## src/rtl/vga_pattern_gen_if.sv

```systemverilog
// vga_pattern_gen_if
// Bundles the counters and sync levels that the VGA timing generator hands
// to the pattern generator.
//   pixel_x   : pixel counter within the line (0..454)
//   line_y    : line counter within the frame (0..625)
//   h_sync_in : horizontal sync level, active-low
//   v_sync_in : vertical sync level, active-low
// master = timing generator side, slave = pattern generator side.
interface vga_pattern_gen_if;
    logic [15:0] pixel_x;
    logic [15:0] line_y;
    logic        h_sync_in;
    logic        v_sync_in;

    modport master (output pixel_x, output line_y, output h_sync_in, output v_sync_in);
    modport slave  (input  pixel_x, input  line_y, input  h_sync_in, input  v_sync_in);
endinterface

```

## src/rtl/vga_pattern_gen.sv

```systemverilog
// vga_pattern_gen
// Pixel-colour stage downstream of the VGA timing generator. Draws colour
// bars and/or a bouncing box, selected by a mode FSM that only changes at the
// frame tick. Two-clock latency from counters/syncs in to colour/syncs out.
// Ports:
//   CLK       : pixel clock (16 MHz)
//   RST_N     : synchronous active-low reset
//   tg        : timing generator bus (pixel_x, line_y, h_sync_in, v_sync_in)
//   mode_next : single-cycle pulse, advance display mode at next frame tick
//   red/green/blue : pixel colour, 0 outside the active area
//   h_sync/v_sync  : syncs delayed to match colour latency
// Build option: define VGA_PATTERN_BORDER_EN to add a white one-pixel border
// around the active area in every mode except OFF.
//
// state     | meaning
// MODE_OFF  | black screen
// MODE_BARS | 8 colour bars
// MODE_BOX  | white bouncing box on black
// MODE_BOTH | bouncing box over colour bars (reset state)
module vga_pattern_gen #(
    parameter int H_ACTIVE = 352,
    parameter int V_ACTIVE = 600,
    parameter int BAR_W    = 44,
    parameter int BOX_W    = 32,
    parameter int BOX_H    = 48,
    parameter int STEP     = 2
) (
    input  logic             CLK,
    input  logic             RST_N,
    vga_pattern_gen_if.slave tg,
    input  logic             mode_next,
    output logic             red,
    output logic             green,
    output logic             blue,
    output logic             h_sync,
    output logic             v_sync
);
    localparam logic [15:0] LP_H_ACTIVE = 16'(H_ACTIVE);
    localparam logic [15:0] LP_V_ACTIVE = 16'(V_ACTIVE);
    localparam logic [15:0] LP_BAR_W    = 16'(BAR_W);
    localparam logic [15:0] LP_BOX_W    = 16'(BOX_W);
    localparam logic [15:0] LP_BOX_H    = 16'(BOX_H);
    localparam logic [15:0] LP_STEP     = 16'(STEP);

    typedef enum logic [1:0] {MODE_OFF, MODE_BARS, MODE_BOX, MODE_BOTH} mode_t;

    mode_t       r_mode, w_mode_nxt;
    logic        r_pending, w_pending_nxt;
    logic        w_show_bars, w_show_box;
    logic        w_frame_tick, w_active, w_in_box;
    logic [15:0] r_bar_sub, w_bar_sub;
    logic [2:0]  r_bar_idx, w_bar_idx;
    logic [15:0] r_box_x, r_box_y;
    logic        r_dir_x, r_dir_y;    // 1 = moving towards larger coordinates
    logic [16:0] w_move_x, w_move_y;  // {dir, position} after this tick
    logic        r_s1_active, r_s1_box;
    logic [2:0]  r_s1_bar;
    logic [2:0]  r_rgb, w_rgb;
    logic        r_hs_d1, r_hs_d2, r_vs_d1, r_vs_d2;

    assign w_frame_tick = (tg.pixel_x == 16'd0) && (tg.line_y == LP_V_ACTIVE);
    assign w_active     = (tg.pixel_x < LP_H_ACTIVE) && (tg.line_y < LP_V_ACTIVE);
    assign w_in_box     = (tg.pixel_x >= r_box_x) && (tg.pixel_x < r_box_x + LP_BOX_W) &&
                          (tg.line_y >= r_box_y) && (tg.line_y < r_box_y + LP_BOX_H);

    // Mode FSM: state register
    always_ff @(posedge CLK) begin
        if (!RST_N) begin
            r_mode    <= MODE_BOTH;
            r_pending <= 1'b0;
        end else begin
            r_mode    <= w_mode_nxt;
            r_pending <= w_pending_nxt;
        end
    end

    // Mode FSM: next state. A pulse on the tick cycle itself is kept pending
    // for the following tick, since the current request is consumed here.
    always_comb begin
        w_mode_nxt    = r_mode;
        w_pending_nxt = r_pending | mode_next;
        if (w_frame_tick) begin
            w_pending_nxt = mode_next;
            if (r_pending) begin
                case (r_mode)
                    MODE_OFF:  w_mode_nxt = MODE_BARS;
                    MODE_BARS: w_mode_nxt = MODE_BOX;
                    MODE_BOX:  w_mode_nxt = MODE_BOTH;
                    default:   w_mode_nxt = MODE_OFF;
                endcase
            end
        end
    end

    // Mode FSM: outputs
    always_comb begin
        w_show_bars = (r_mode == MODE_BARS) || (r_mode == MODE_BOTH);
        w_show_box  = (r_mode == MODE_BOX)  || (r_mode == MODE_BOTH);
    end

    // Bar index tracks pixel_x incrementally; relies on pixel_x counting up by
    // one per clock from 0, as the timing generator does.
    always_comb begin
        w_bar_sub = r_bar_sub + 16'd1;
        w_bar_idx = r_bar_idx;
        if (tg.pixel_x == 16'd0) begin
            w_bar_sub = 16'd0;
            w_bar_idx = 3'd0;
        end else if (r_bar_sub == LP_BAR_W - 16'd1) begin
            w_bar_sub = 16'd0;
            w_bar_idx = (r_bar_idx == 3'd7) ? 3'd7 : r_bar_idx + 3'd1;
        end
    end

    function automatic logic [16:0] f_move(input logic [15:0] pos, input logic dir_pos,
                                           input logic [15:0] limit, input logic [15:0] size);
        if (dir_pos) begin
            if (pos + size + LP_STEP <= limit) f_move = {1'b1, pos + LP_STEP};
            else                               f_move = {1'b0, pos - LP_STEP};
        end else begin
            if (pos >= LP_STEP) f_move = {1'b0, pos - LP_STEP};
            else                f_move = {1'b1, pos + LP_STEP};
        end
    endfunction

    assign w_move_x = f_move(r_box_x, r_dir_x, LP_H_ACTIVE, LP_BOX_W);
    assign w_move_y = f_move(r_box_y, r_dir_y, LP_V_ACTIVE, LP_BOX_H);

    always_ff @(posedge CLK) begin
        if (!RST_N) begin
            r_box_x   <= 16'd0;
            r_box_y   <= 16'd0;
            r_dir_x   <= 1'b1;
            r_dir_y   <= 1'b1;
            r_bar_sub <= 16'd0;
            r_bar_idx <= 3'd0;
        end else begin
            r_bar_sub <= w_bar_sub;
            r_bar_idx <= w_bar_idx;
            if (w_frame_tick) begin
                {r_dir_x, r_box_x} <= w_move_x;
                {r_dir_y, r_box_y} <= w_move_y;
            end
        end
    end

`ifdef VGA_PATTERN_BORDER_EN
    logic w_border, r_s1_border;
    assign w_border = (tg.pixel_x == 16'd0) || (tg.pixel_x == LP_H_ACTIVE - 16'd1) ||
                      (tg.line_y == 16'd0)  || (tg.line_y == LP_V_ACTIVE - 16'd1);
    always_ff @(posedge CLK) begin
        if (!RST_N) r_s1_border <= 1'b0;
        else        r_s1_border <= w_border;
    end
`endif

    // Colour from stage-1 decisions; border beats box beats bars.
    always_comb begin
        w_rgb = 3'b000;
        if (r_s1_active) begin
            if (w_show_bars) w_rgb = r_s1_bar;
            if (w_show_box && r_s1_box) w_rgb = 3'b111;
`ifdef VGA_PATTERN_BORDER_EN
            if ((r_mode != MODE_OFF) && r_s1_border) w_rgb = 3'b111;
`endif
        end
    end

    always_ff @(posedge CLK) begin
        if (!RST_N) begin
            r_s1_active <= 1'b0;
            r_s1_box    <= 1'b0;
            r_s1_bar    <= 3'd0;
            r_rgb       <= 3'b000;
            r_hs_d1     <= 1'b1;
            r_hs_d2     <= 1'b1;
            r_vs_d1     <= 1'b1;
            r_vs_d2     <= 1'b1;
        end else begin
            r_s1_active <= w_active;
            r_s1_box    <= w_in_box;
            r_s1_bar    <= w_bar_idx;
            r_rgb       <= w_rgb;
            r_hs_d1     <= tg.h_sync_in;
            r_hs_d2     <= r_hs_d1;
            r_vs_d1     <= tg.v_sync_in;
            r_vs_d2     <= r_vs_d1;
        end
    end

    assign {red, green, blue} = r_rgb;
    assign h_sync = r_hs_d2;
    assign v_sync = r_vs_d2;
endmodule

```

## src/flat_wrapper.sv

```systemverilog
// flat-port wrapper written by rule: the top's interface ports become plain ports
module vga_pattern_gen_flat 
#(
    parameter int H_ACTIVE = 352,
    parameter int V_ACTIVE = 600,
    parameter int BAR_W    = 44,
    parameter int BOX_W    = 32,
    parameter int BOX_H    = 48,
    parameter int STEP     = 2
)
  (CLK, RST_N, mode_next, red, green, blue, h_sync, v_sync, tg_pixel_x, tg_line_y, tg_h_sync_in, tg_v_sync_in);
  vga_pattern_gen_if tg_i ();
  input  logic CLK;
  input  logic RST_N;
  input  logic mode_next;
  output logic red;
  output logic green;
  output logic blue;
  output logic h_sync;
  output logic v_sync;
  input wire logic [$bits(tg_i.pixel_x)-1:0] tg_pixel_x;
  input wire logic [$bits(tg_i.line_y)-1:0] tg_line_y;
  input wire logic [$bits(tg_i.h_sync_in)-1:0] tg_h_sync_in;
  input wire logic [$bits(tg_i.v_sync_in)-1:0] tg_v_sync_in;
  assign tg_i.pixel_x = tg_pixel_x;
  assign tg_i.line_y = tg_line_y;
  assign tg_i.h_sync_in = tg_h_sync_in;
  assign tg_i.v_sync_in = tg_v_sync_in;
  vga_pattern_gen #(.H_ACTIVE(H_ACTIVE), .V_ACTIVE(V_ACTIVE), .BAR_W(BAR_W), .BOX_W(BOX_W), .BOX_H(BOX_H), .STEP(STEP)) u_core (.CLK(CLK), .RST_N(RST_N), .tg(tg_i), .mode_next(mode_next), .red(red), .green(green), .blue(blue), .h_sync(h_sync), .v_sync(v_sync));
endmodule
```

## config.mk

```make
export PLATFORM = sky130hd
export DESIGN_NAME = vga_pattern_gen_flat
export DESIGN_NICKNAME = d
export VERILOG_FILES = /design/src/rtl/vga_pattern_gen_if.sv /design/src/rtl/vga_pattern_gen.sv /design/src/flat_wrapper.sv
export SDC_FILE = /design/constraint.sdc
export NUM_CORES = 1
export LEC_CHECK = 0
export BUFFER_PORTS_ARGS = -buffer_cell sky130_fd_sc_hd__buf_2
export CAP_MARGIN = 30
export CORE_AREA = 2 2 90 126
export DETAILED_ROUTE_END_ITERATION = 7
export DIE_AREA = 0 0 92 128
export GPL_ROUTABILITY_DRIVEN = 0
export GPL_TIMING_DRIVEN = 0
export PLACE_DENSITY_LB_ADDON = 0.1
export SLEW_MARGIN = 10
export SYNTH_ARGS = -nofsm -noshare
export SYNTH_HDL_FRONTEND = slang
export SYNTH_SLANG_ARGS = --single-unit
export TNS_END_PERCENT = 10
```

## constraint.sdc

```tcl
create_clock -name CLK -period 4.7 [get_ports CLK]
set_input_delay 0 -clock CLK [delete_from_list [all_inputs] [get_ports CLK]]
set_output_delay 0 -clock CLK [all_outputs]
set_load 0.02 [all_outputs]
```

# After elaboration in Yosys (flattened, before gate mapping)
# Cells that the tools add are included.
dict set report totals {
  ff_bits 65
  out_inout_bits 5
  wordCells 68
}
dict set report op_classes {
  addsub 10
  magnitude_cmp 10
  n_eq_ne 6
  n_mux 11
  bitwise_logic 2
  n_reduce_logical 14
}
# operator n
set op_table {}
lappend op_table {{17-bit two-way mux} 6}
lappend op_table {{16-bit by 2-bit adder with 16-bit output, second input constant} 4}
lappend op_table {{16-bit by 6-bit adder with 16-bit output, second input constant} 2}
lappend op_table {{16-bit greater-or-equal comparator} 2}
lappend op_table {{16-bit by 2-bit greater-or-equal comparator with 1-bit output, second input constant} 2}
lappend op_table {{16-bit < comparator} 2}
lappend op_table {{16-bit by 2-bit subtractor with 16-bit output, second input constant} 2}
lappend op_table {{16-bit by 1-bit adder with 16-bit output, second input constant} 1}
lappend op_table {{16-bit by 10-bit equality test with 1-bit output, second input constant} 1}
lappend op_table {{16-bit by 6-bit equality test with 1-bit output, second input constant} 1}
lappend op_table {{16-bit by 10-bit less-or-equal comparator with 1-bit output, second input constant} 1}
lappend op_table {{16-bit by 9-bit less-or-equal comparator with 1-bit output, second input constant} 1}
lappend op_table {{16-bit zero test} 1}
lappend op_table {{16-bit by 10-bit < comparator with 1-bit output, second input constant} 1}
lappend op_table {{16-bit by 9-bit < comparator with 1-bit output, second input constant} 1}
lappend op_table {{3-bit two-way mux} 3}
lappend op_table {{1-bit logical AND} 6}
lappend op_table {{2-bit one-hot mux with 3 select lines} 1}
lappend op_table {{2-bit equality test, second input constant} 2}
lappend op_table {{2-bit AND reduction} 2}
lappend op_table {{3-bit by 1-bit adder with 3-bit output, second input constant} 1}
lappend op_table {{3-bit equality test, second input constant} 1}
lappend op_table {{3-bit OR reduction} 1}
lappend op_table {{2-bit by 1-bit equality test with 1-bit output, second input constant} 1}
lappend op_table {{6 further kinds} 7}

# Depth between registers and ports, before layout
dict set report depth {
  word_depth 5
  mapped_depth 16
  mapped_depth_nobuf 13
}

# Worst setup path after synthesis
# No wires, ideal clock.
dict set report synth_timing {
  path_kind {register -> register}
  startpoint {register u_core.r_box_y[4]}
  endpoint {register u_core.r_box_y[8]}
  setup_time_ns 0.127
  arrival_time_ns 3.584
  required_ns 4.573
  setup_slack_ns 0.989
  path_stages_with_launch 14
  cell_sequence {dfxtp_1 -> buf_2 -> clkbuf_1 -> inv_1 -> ha_1 -> or3_1 -> or4_1 -> and3_4 -> nor4_4 -> xnor2_1 -> nor4_4 -> mux2_2 -> a221oi_1 -> nor3_1}
}
dict set report synth_between {
  elab_chain_len 5
}
# element line
set synth_rtl {}
lappend synth_rtl {{start: declaration} vga_pattern_gen.sv:53} ;# logic [15:0] r_box_x, r_box_y;
lappend synth_rtl {{start signal: assignment} vga_pattern_gen.sv:142} ;# {r_dir_y, r_box_y} <= w_move_y;
lappend synth_rtl {{16-bit by 6-bit adder with 16-bit output} vga_pattern_gen.sv:118} ;# if (pos + size + LP_STEP <= limit) f_move = {1'b1, pos + LP_STEP};
lappend synth_rtl {{16-bit by 2-bit adder with 16-bit output} vga_pattern_gen.sv:118}
lappend synth_rtl {{16-bit by 10-bit less-or-equal comparator with 1-bit output} vga_pattern_gen.sv:118}
lappend synth_rtl {{17-bit two-way mux} vga_pattern_gen.sv:118}
lappend synth_rtl {{17-bit two-way mux (*)} vga_pattern_gen.sv:117} ;# if (dir_pos) begin
# Every way passes the cells marked *; elsewhere a longest branch is shown, timed or not.
# A chain may end at the register's enable or synchronous reset.

# Worst setup path in the final report
dict set report layout_timing {
  startpoint {register u_core.r_box_y[4]}
  endpoint {register u_core.r_box_y[11]}
}
# The elaborated chain is that of the path after synthesis.

==> flow_summary.toml <==
[final_layout]
layout-drive-gt1-share_pct = 9.580
finalNonFillerCells = 1070
multiInputGateArea_mm2 = 0.004858
stdcell_area_mm2 = 0.007326
areaGrowthSynthToFinish_pct = 11.86
fillerInstances = 917
final_util_pct = 68.48
seq_area_mm2 = 0.001261
antenna-diode-count = 0
finalNetCount = 1033

[power]
power.switching_fraction_pct = 22.79
p_comb_share_pct = 7.4
max_rail_drop_vdd_v = 0.0002079
sequentialPowerShare_pct = 37.3
clockPowerShare_pct = 55.3
switching_power_mw = 0.3317
pwr_density_cell_mw_per_mm2 = 198.7
p_int_mw = 1.124
total_power_mw = 1.455
leakage_nw = 2.880

[global_route]
number_of_global_route_vias_before_repair = 6734
grt_max_degree = 13
grt.overflow.total = 0
grt_first_pass_wirelength_mm = 32.79
number_of_antenna_violations_at_the_first_check_in_global_routing = 0
track_usage_pct = 35.21

[worst_setup_path]
crit_path_max_fanout = 10
worst_r2r_startpoint = "u_core.r_box_y[4]$_SDFFE_PN0P_"
worst_ep_required_time_ps = 4970
criticalPathCategory = "flop to flop"
timing.critical_path.arrival_ps = 4710
r2r_slack_ps = 270
depth_of_the_worst_register_to_register_path = 16
end_kind = "flop"
r2r_end = "u_core.r_box_y[11]$_SDFFE_PN0P_"
start_kind = "flop"

[timing]
timing.fmax_mhz = 225.6
worst_hold_slack_ps = 30.42
fin_crit_sh_pct = 94.33
slew_violations = 0
tightest_slew_ps = 818.8
final-setup-viol-count = 0
final_layout_setup_total_negative_slack_ps = 0
period_minus_slack_ps = 4433
slew_headroom_pct = 45.19
hold_viol_final = 0
final.setup_skew_ps = 10.20
unrepaired_setup_endpoints_after_global_routing = "false"
postLayoutSetupSlackWorst_ps = 266.5

[routing]
detail_route.first_pass.iterations = 5
remaining_drc_errors = 0
drt_first_iter_violations = 496
routed_wire_length_per_instance_um = 19.42
vias = 6972
route.antenna.remaining_nets = 0
totalWireLength_mm = 20.78
drt-vias-per-instance = 6.516

[cts]
clock_sinks = 63
tritoncts_clock_tree = "built"
cts-buffers-inserted = 9
clk-insertion-delay-late_ps = 340
clkSlewWorstSetupHoldPaths_ps = 60
cts.path.max_buffers = 2
root_buffer = "sky130_fd_sc_hd__clkbuf_16"
htree_num_levels = 3

[synthesis]
post_synth_most_frequent_cells = "72 x sky130_fd_sc_hd__ha_1, 69 x sky130_fd_sc_hd__nand2_1, 67 x sky130_fd_sc_hd__nor2_1, 63 x sky130_fd_sc_hd__dfxtp_1, 62 x sky130_fd_sc_hd__o21ai_0"
ys_ff_latch = 63
synth_area_leaders = "sky130_fd_sc_hd__dfxtp_1 19%, sky130_fd_sc_hd__ha_1 14%, sky130_fd_sc_hd__xnor2_1 7.5%"
synth.net_count = 977
synth_largest_type_area_fraction_pct = 19.26
syn_area_mm2 = 0.006549
netlist-cell-type-count = 69
post-synth-top-area-cell = "sky130_fd_sc_hd__dfxtp_1"
ys_dominant_reg_cell = "sky130_fd_sc_hd__dfxtp_1"
synth_area_per_cell_um2 = 7.545
synth.most_common_cell = "sky130_fd_sc_hd__ha_1"
cell_count_after_synthesis = 868
synth-edff-count = 0
synthArstFlopShare_pct = 0
synth.yosys.warnings = 0
synth_sequential_area_ratio_pct = 19.26

[hold_path]
min_delay_worst_endpoint = "u_core.r_s1_active$_SDFF_PN0_"
hold_path_startpoint = "tg_line_y[7]"
hold_path_depth = 3
hold_path.class = "input pin to flop"

[status]
run_status = "finished, final reports clean"

[placed_design]
placed_cell_area_mm2 = 0.006930
hpwl_mm = 15.93
io_buffer_count = 41
number_of_placed_instances_taps_included = 1050
pre_cts_worst_setup_slack_ps = 226.9

[run]
drv.max_cap_violation_count = 0

[floorplan]
std_cell_rows = 45
coreArea_mm2 = 0.01070
start_util_pct = 61.22
die_h_um = 128
floorplan.die_area_mm2 = 0.01178
die_w_um = 92
ioPinCount = 42
power by group through the flow:
| stage | clock [mW] | sequential [mW] | combinational, mW |
|---|---|---|---|
| after floorplan | 0 | 0.554 | 0.0575 |
| after global placement | 0 | 0.554 | 0.0981 |
| after detailed placement | 0 | 0.554 | 0.103 |
| after CTS | 0.804 | 0.542 | 0.107 |
| after global routing | 0.834 | 0.543 | 0.121 |
| final | 0.805 | 0.542 | 0.108 |
critical path, stage by stage, from the launching register on:
cell                       delay (ps)
sky130_fd_sc_hd__dfxtp_1          480
sky130_fd_sc_hd__buf_2            270
sky130_fd_sc_hd__clkbuf_2         250
sky130_fd_sc_hd__inv_1            160
sky130_fd_sc_hd__ha_1             310
sky130_fd_sc_hd__clkbuf_1         290
sky130_fd_sc_hd__nor4_1           390
sky130_fd_sc_hd__xnor2_1          190
sky130_fd_sc_hd__inv_1            150
sky130_fd_sc_hd__nor4_4           300
sky130_fd_sc_hd__xnor2_1          130
sky130_fd_sc_hd__nor4_4           600
sky130_fd_sc_hd__a21o_1           220
sky130_fd_sc_hd__buf_6            150
sky130_fd_sc_hd__mux2i_1          210
sky130_fd_sc_hd__a22oi_1          110
sky130_fd_sc_hd__nor2b_1          140
layout make-up:
cell class	count	area share [%]
multi-input cells	705	66.32
flip-flops and latches	63	17.22
plain buffers	51	3.365
repair buffers	45	3.348
clock buffers	10	3.262
inverters	49	2.511
well taps	141	2.408
clock inverters	6	1.571
cell families (layout without fill, tap and decap cells):
group,after synthesis,in the layout,synth area share (%)
AOI/OAI and AO/OA,208,208,20.73
adders and majority gates,72,72,13.76
buffers and inverters,100,161,6.553
and+or+nand+nor,337,337,27.42
xor gates and xnor gates,66,66,8.827
DFF,63,63,19.26
muxes,22,22,3.458
worst max path at each step:
stage	from	to	slack, ps	cells past startpoint
5_1_grt	u_core.r_box_y[4]$_SDFFE_PN0P_	u_core.r_box_y[7]$_SDFFE_PN0P_	100	15
6_report	u_core.r_box_y[4]$_SDFFE_PN0P_	u_core.r_box_y[11]$_SDFFE_PN0P_	270	16
2_1_floorplan	u_core.r_box_y[4]$_SDFFE_PN0P_	u_core.r_box_y[8]$_SDFFE_PN0P_	990	13
4_1_cts	u_core.r_box_y[4]$_SDFFE_PN0P_	u_core.r_box_y[11]$_SDFFE_PN0P_	220	16
3_5_place_dp	u_core.r_box_y[4]$_SDFFE_PN0P_	u_core.r_box_y[11]$_SDFFE_PN0P_	230	16
3_3_place_gp	u_core.r_box_y[4]$_SDFFE_PN0P_	u_core.r_box_y[7]$_SDFFE_PN0P_	260	15
routing by layer:
layer | vias up | part of all wire (%) | global-route usage, %
li1 | 3278 | - | -
met1 | 3221 | 36 | 36.68
met2 | 362 | 51 | 63.84
met3 | 111 | 5.8 | 4.468
met4 | 0 | 7.2 | 26.51
met5 | - | 0 | 0
state kept, by name, indices dropped and copies added (netlist names):
name                count
u_core.h_sync           1
u_core.r_bar_idx        3
u_core.r_bar_sub       16
u_core.r_box_x         15
u_core.r_box_y         15
u_core.r_dir_x          1
u_core.r_dir_y          1
u_core.r_hs_d1          1
u_core.r_mode           2
u_core.r_pending        1
u_core.r_rgb            3
u_core.r_s1_active      1
u_core.r_s1_box         1
u_core.r_vs_d1          1
u_core.v_sync           1
timing repair:
action,CTS,global route
hold endpoints to repair,4,0
setup buffers,0,0
setup endpoints to repair,0,8
gates resized for setup,0,2
hold buffers,4,0
layout by cell type (no fill, tap or decap), types with 8 or more instances in the layout:
cell / netlist / final
sky130_fd_sc_hd__dfxtp_1: 63 / 63
sky130_fd_sc_hd__and2_1: 11 / 11
sky130_fd_sc_hd__xor2_1: 10 / 10
sky130_fd_sc_hd__clkbuf_1: 35 / 34
sky130_fd_sc_hd__clkbuf_16: 0 / 9
sky130_fd_sc_hd__o21a_1: 9 / 9
sky130_fd_sc_hd__mux2i_1: 17 / 17
sky130_fd_sc_hd__o21ai_0: 62 / 62
sky130_fd_sc_hd__ha_1: 72 / 72
sky130_fd_sc_hd__a21o_1: 13 / 13
sky130_fd_sc_hd__nor3_1: 29 / 29
sky130_fd_sc_hd__nand4_1: 22 / 22
sky130_fd_sc_hd__nor2_1: 67 / 67
sky130_fd_sc_hd__inv_1: 46 / 46
sky130_fd_sc_hd__and3_1: 9 / 9
sky130_fd_sc_hd__a31oi_1: 10 / 10
sky130_fd_sc_hd__nand2_1: 69 / 69
sky130_fd_sc_hd__o211ai_1: 8 / 8
sky130_fd_sc_hd__and4_1: 9 / 9
sky130_fd_sc_hd__nor4_1: 16 / 16
sky130_fd_sc_hd__xnor2_1: 56 / 56
sky130_fd_sc_hd__nor2b_1: 11 / 11
sky130_fd_sc_hd__buf_2: 10 / 51
sky130_fd_sc_hd__nand3_1: 44 / 44
sky130_fd_sc_hd__a21oi_1: 46 / 46
sky130_fd_sc_hd__nand2b_1: 17 / 17
Power figures use the tool's default switching activity.
